$ cat src/rtl/led_pkg.sv
// rtl/led_pkg.sv - shared mode/direction encodings and speed helper for the LED chaser
package led_pkg;

  localparam logic [2:0] MODE_ROT_L  = 3'd0;
  localparam logic [2:0] MODE_ROT_R  = 3'd1;
  localparam logic [2:0] MODE_BOUNCE = 3'd2;
  localparam logic [2:0] MODE_BLINK  = 3'd3;
  localparam logic [2:0] MODE_FILL   = 3'd4;

  typedef enum logic {
    DIR_LEFT  = 1'b0,
    DIR_RIGHT = 1'b1
  } dir_e;

  // Each speed step halves the step period.
  function automatic int unsigned speed_shift(input logic [1:0] speed);
    return 32'(speed);
  endfunction

endpackage

$ cat src/rtl/led_chaser_if.sv
// rtl/led_chaser_if.sv - control and pattern signals of the LED chaser
interface led_chaser_if #(
  parameter int WIDTH = 16
);
  logic [2:0]       mode;
  logic [1:0]       speed;
  logic             pause;
  logic             step;
  logic [WIDTH-1:0] ledr;
  logic             tick;
  logic [2:0]       mode_q;

  modport master (output mode, speed, pause, step, input ledr, tick, mode_q);
  modport slave  (input mode, speed, pause, step, output ledr, tick, mode_q);
endinterface

$ cat src/rtl/led_tick.sv
// rtl/led_tick.sv - pausable prescaler producing one wrap per step period
module led_tick
  import led_pkg::*;
#(
  parameter int unsigned DIV   = 5000000,
  parameter int          CNT_W = 32
) (
  input  logic       clk,
  input  logic       rst_n,
  input  logic [1:0] speed,
  input  logic       pause,
  output logic       wrap
);
  localparam logic [CNT_W-1:0] DIV_C = CNT_W'(DIV);

  logic [CNT_W-1:0] cnt;
  logic [CNT_W-1:0] period;
  logic [CNT_W-1:0] last;

  always_comb begin
    period = DIV_C >> speed_shift(speed);
    last   = (period == '0) ? '0 : period - CNT_W'(1);
  end

  // >= rather than == so a sudden speed-up cannot run past the new period.
  assign wrap = !pause && (cnt >= last);

  always_ff @(posedge clk or negedge rst_n) begin
    if (!rst_n) begin
      cnt <= '0;
    end else if (!pause) begin
      cnt <= wrap ? '0 : cnt + CNT_W'(1);
    end
  end
endmodule

$ cat src/rtl/led_chaser.sv
// rtl/led_chaser.sv - selectable LED animation engine with prescaler, pause and single step
module led_chaser
  import led_pkg::*;
#(
  parameter int          WIDTH = 16,
  parameter int unsigned DIV   = 5000000,
  parameter int          CNT_W = 32
) (
  input logic           clk,
  input logic           rst_n,
  led_chaser_if.slave   bus
);
  logic [WIDTH-1:0] led;
  logic [WIDTH-1:0] init_led;
  logic [WIDTH-1:0] next_led;
  logic [2:0]       mode_q;
  dir_e             dir;
  logic             tick;
  logic             wrap;
  logic             adv;
  logic             go_right;

  led_tick #(.DIV(DIV), .CNT_W(CNT_W)) u_tick (
    .clk   (clk),
    .rst_n (rst_n),
    .speed (bus.speed),
    .pause (bus.pause),
    .wrap  (wrap)
  );

  assign adv = wrap | (bus.pause & bus.step);

  // Bounce turns around at either end so each endpoint is shown once.
  assign go_right = led[WIDTH-1] | ((dir == DIR_RIGHT) & ~led[0]);

  always_comb begin
    init_led = led;
    case (bus.mode)
      MODE_ROT_L, MODE_ROT_R, MODE_BOUNCE: init_led = WIDTH'(1);
      MODE_BLINK:                          init_led = '1;
      MODE_FILL:                           init_led = '0;
      default:                             init_led = led;
    endcase
  end

  always_comb begin
    next_led = led;
    case (mode_q)
      MODE_ROT_L:  next_led = {led[WIDTH-2:0], led[WIDTH-1]};
      MODE_ROT_R:  next_led = {led[0], led[WIDTH-1:1]};
      MODE_BOUNCE: next_led = go_right ? (led >> 1) : (led << 1);
      MODE_BLINK:  next_led = ~led;
      MODE_FILL:   next_led = (&led) ? '0 : {led[WIDTH-2:0], 1'b1};
      default:     next_led = led;
    endcase
  end

  always_ff @(posedge clk or negedge rst_n) begin
    if (!rst_n) begin
      led    <= WIDTH'(1);
      mode_q <= MODE_ROT_L;
      dir    <= DIR_LEFT;
      tick   <= 1'b0;
    end else begin
      tick <= adv;
      if (adv) begin
        if (bus.mode != mode_q) begin
          mode_q <= bus.mode;
          led    <= init_led;
          dir    <= DIR_LEFT;
        end else begin
          led <= next_led;
          if (mode_q == MODE_BOUNCE) dir <= go_right ? DIR_RIGHT : DIR_LEFT;
        end
      end
    end
  end

  assign bus.ledr   = led;
  assign bus.tick   = tick;
  assign bus.mode_q = mode_q;
endmodule

$ cat src/flat_wrapper.sv
// flat-port wrapper written by rule: the top's interface ports become plain ports
module led_chaser_flat import led_pkg::*;
#(
  parameter int          WIDTH = 16,
  parameter int unsigned DIV   = 5000000,
  parameter int          CNT_W = 32
)
  (clk, rst_n, bus_mode, bus_speed, bus_pause, bus_step, bus_ledr, bus_tick, bus_mode_q);
  led_chaser_if #(.WIDTH(WIDTH)) bus_i ();
  input logic clk;
  input logic rst_n;
  input wire logic [$bits(bus_i.mode)-1:0] bus_mode;
  input wire logic [$bits(bus_i.speed)-1:0] bus_speed;
  input wire logic [$bits(bus_i.pause)-1:0] bus_pause;
  input wire logic [$bits(bus_i.step)-1:0] bus_step;
  output wire logic [$bits(bus_i.ledr)-1:0] bus_ledr;
  output wire logic [$bits(bus_i.tick)-1:0] bus_tick;
  output wire logic [$bits(bus_i.mode_q)-1:0] bus_mode_q;
  assign bus_i.mode = bus_mode;
  assign bus_i.speed = bus_speed;
  assign bus_i.pause = bus_pause;
  assign bus_i.step = bus_step;
  assign bus_ledr = bus_i.ledr;
  assign bus_tick = bus_i.tick;
  assign bus_mode_q = bus_i.mode_q;
  led_chaser #(.WIDTH(WIDTH), .DIV(DIV), .CNT_W(CNT_W)) u_core (.clk(clk), .rst_n(rst_n), .bus(bus_i));
endmodule
$ cat config.mk
export PLATFORM = sky130hd
export DESIGN_NAME = led_chaser_flat
export DESIGN_NICKNAME = d
export VERILOG_FILES = /design/src/rtl/led_pkg.sv /design/src/rtl/led_chaser_if.sv /design/src/rtl/led_tick.sv /design/src/rtl/led_chaser.sv /design/src/flat_wrapper.sv
export SDC_FILE = /design/constraint.sdc
export NUM_CORES = 1
export LEC_CHECK = 0
export ABC_AREA = 1
export CORE_ASPECT_RATIO = 1.2
export CORE_MARGIN = 1
export CORE_UTILIZATION = 40
export CTS_BUF_LIST = sky130_fd_sc_hd__clkbuf_16
export DETAILED_ROUTE_END_ITERATION = 10
export GPL_ROUTABILITY_DRIVEN = 1
export GPL_TIMING_DRIVEN = 0
export HOLD_SLACK_MARGIN = 0.05
export SKIP_LAST_GASP = 1
export SLEW_MARGIN = 5
export SYNTH_ARGS = -nofsm -noshare
export SYNTH_HDL_FRONTEND = slang
export SYNTH_SLANG_ARGS = --single-unit
export TNS_END_PERCENT = 100
$ cat constraint.sdc
create_clock -name clk -period 5.6 [get_ports clk]
set_input_delay 1.12 -clock clk [delete_from_list [all_inputs] [get_ports clk]]
set_output_delay 1.12 -clock clk [all_outputs]
set_load 0.005 [all_outputs]
==> results.md <==
- Status: complete, no violations
- CTS clk-pin slew, worst paths: 70 ps
- Slew Limit Fails: 0
- Clock tree buffer depth: 2
- Vias in the first global route: 3943
- Netlist area before placement: 0.004225 mm²
- Cells after synthesis: 641
- Main combinational cell family by area after synthesis: simple AND/OR/NAND/NOR gates
- Tightest Pin Transition: 510.7 ps
- Global-route wire length before repair: 18460 µm
- Max Freq: 256.6 MHz
- Top FF cell, synth: dfrtp_1
- Routed Antenna Nets: 0
- DRC: 0
- GRT Residual Overflow: 0
- Share of the yosys chip area belonging to registers: 31.42%
- Worst setup EP type: register
- Mux contribution to synthesized area: 0%
- Post-CTS Setup Bufs: 0
- Simple-gate share of the synthesized area: 41.28%
- Worst-path maximum fanout: 10
- CTS tree: built
- Top-area cell type share of the netlist area: 30.80%
- Setup Skew: 9.226 ps
- Boundary Pins: 29
- Vert. Die Dim: 114.6 µm
- CP required: 5830 ps
- Leakage: 2.611 nW
- Gr usage total: 21.59%
- FF-to-FF setup slack: 3300 ps
- Final-report hold violation count: 0
- Initial DRC Count: 141
- # hold bufs at CTS: 0
- R2R cell count: 13
- Clock Latency Late Sink: 290 ps
- # setup viols final: 0
- DR vias: 4140
- Most frequent cells in the layout: 227 x nand2_1, 82 x inv_1, 77 x nand3_1
- Post-synth EDFFs: 0
- RSZ-0062 raised after global routing: no
- Highest metal used: met4
- CP top delay family: buffers and inverters
- Gpl congestion: 0.8755
- Syn Area/Cell: 6.592 µm²
- Routed WL per cell: 13.45 µm
- Worst setup path start: bus_speed[0]
- WP data arrival: 4130 ps
- Core Area: 0.01016 mm²
- Critical Path Sink: u_core.bus.ledr[14]
- Max cap viols: 0
- TritonCTS Buffers: 5
- Final net count: 719
- Post-CTS sizing: 0
- Yosys reg bits: 53
- Drt first pass iters: 5
- Met2 wire length: 5711 µm
- Synth unique cells: 40
- CP Depth: 18
- Crit path top cell by count: nand2_1
- Crit-path max cell delay: 590 ps
- Slowest cell on crit path: clkdlybuf4s50_1
- Xor-xnor portion of the synthesized cell area: 3.524%
- Top cells by area, synth: dfrtp_1 31%, nand2_1 20%, ha_1 9.8%, nand3_1 9.1%, inv_1 7.1%
- Via density: 5.149
- Row count: 40
- PortBufs: 28
- DR WL met3: 324 µm
- CP Class: input pin to register
- Power Density: 237.8 mW/mm²
- Max VDD drop: 133.5 µV
- Period utilization: 69.60%
- Initial antenna violation count: 0
- Worst rel slew slack: 65.95%
- Final wirelength: 10810 µm
- Largest net degree at the start of global routing: 36
- Net count after synthesis: 683
- Post-Synth Adder-Cell Area: 9.772%
- Reg-to-reg endpoint: u_core.bus.ledr[14]
- Startpoint Class: input pin
- Antenna diodes: 0
- TNS Setup: 0 ps
- RR Startpoint: u_core.u_tick.cnt[15]
- DP Area: 0.004678 mm²
- Fin crit period: 3898 ps
- Critical path cell sequence: clkdlybuf4s50_1 -> inv_1 -> ha_1 -> inv_1 -> ha_1 -> clkbuf_1 -> ha_1 -> nand2_1 -> nor2_1 -> nand4_1 -> nor2_1 -> nor2_1 -> nand2_1 -> nand2_1 -> nand2_1 -> buf_2 -> nand3_1 -> nand2_1
- Met1 wire length: 4650 µm
- Async SR Flop Fraction: 100.0%
- H-tree Lvls: 2
- Syn. warnings: 0
- Initial core utilization: 41.59%
- Final instance area: 0.004818 mm²
- Compound-Gate Fraction of Synth Area: 3.850%
- Buf/Inv on CP: 5
- Footprint of the multi-input gates: 0.002476 mm²
- Share of layout cells above drive strength 1: 4.720%
- Most common cell after layout, fill and taps aside: nand2_1
- Reg area: 0.001328 mm²
- Fillers: 1071
- Die X: 95.82 µm
- Die ar.: 0.01098 mm²
- Clock Sinks: 53
- Post-synth top area cell: dfrtp_1
- Area grow syn2layout: 14.04%
- Hold WC Path Type: register to register
- CTS root buf: clkbuf_16
- HPWL Detailed: 8261 µm
[worst min path at each step]
stage	cells after the start	end	start
floorplan	2	u_core.u_tick.cnt[26]	u_core.u_tick.cnt[26]
finish	2	u_core.u_tick.cnt[29]	u_core.u_tick.cnt[29]
global route	2	u_core.u_tick.cnt[28]	u_core.u_tick.cnt[28]
CTS	2	u_core.u_tick.cnt[31]	u_core.u_tick.cnt[31]
detailed placement	2	u_core.u_tick.cnt[31]	u_core.u_tick.cnt[31]
global placement	2	u_core.u_tick.cnt[29]	u_core.u_tick.cnt[29]
[registers in the layout (all words and copies together) (netlist names)]
signal / flops
u_core.bus.ledr: 16
u_core.bus.tick: 1
u_core.bus.mode_q: 3
u_core.dir: 1
u_core.u_tick.cnt: 32
[cell families after synthesis]
group / Yosys count
other: 2
xor gates and xnor gates: 17
AOI/OAI and AO/OA: 29
adders and majority gates: 33
and+or+nand+nor: 401
DFF: 53
buffers and inverters: 106
[Yosys cell counts, types with 3 or more instances]
| cell type | count |
|---|---|
| nor3b_1 | 3 |
| clkbuf_1 | 9 |
| dfrtp_1 | 52 |
| nand3_1 | 77 |
| inv_1 | 80 |
| and3_1 | 4 |
| nand4_1 | 21 |
| nand2_1 | 227 |
| nor3_1 | 10 |
| nor2_1 | 48 |
| xor2_1 | 12 |
| o21ai_0 | 6 |
| ha_1 | 33 |
| buf_2 | 11 |
| a21oi_1 | 16 |
| xnor2_1 | 5 |
[layout make-up]
type | count | area share, %
clock inverters | 3 | 0.3116
well taps | 126 | 3.272
repair buffers | 29 | 6.128
multi-input cells | 482 | 51.39
clock buffers | 5 | 2.597
plain buffers | 22 | 2.155
inverters | 84 | 6.596
flip-flops and latches | 53 | 27.55
[worst reg2reg max path: cells and delay by family (launching register included)]
kind / cells / cell delay [ps]
adders and majority gates: 1 / 320
buffers and inverters: 1 / 270
DFF: 1 / 440
and+or+nand+nor: 11 / 1210
[per-stage QoR]
stage	utilization (%)	setup WS, ps	hold WS, ps	std cells	power, mW
4_1_cts	47.43	1678	467.2	804	1.160
3_5_place_dp	46.05	1367	450.2	796	0.8508
6_report	47.43	1702	463.2	804	1.146
5_1_grt	47.43	1391	488.5	804	1.240
2_1_floorplan	-	2549	433.7	641	0.7184
3_3_place_gp	45.90	1392	444.6	795	0.8417
[per-layer routing]
layer	vias to the layer above	GRT usage, %
met3	8	2.922
met4	0	7.164
li1	2106	-
met2	68	39.33
met5	-	0
met1	1958	25.64
[power by group]
group / internal (mW) / switching [mW]
sequential: 0.423 / 0.0651
clock: 0.163 / 0.136
combinational: 0.145 / 0.213
No activity file was read; power rests on OpenSTA's default activity.
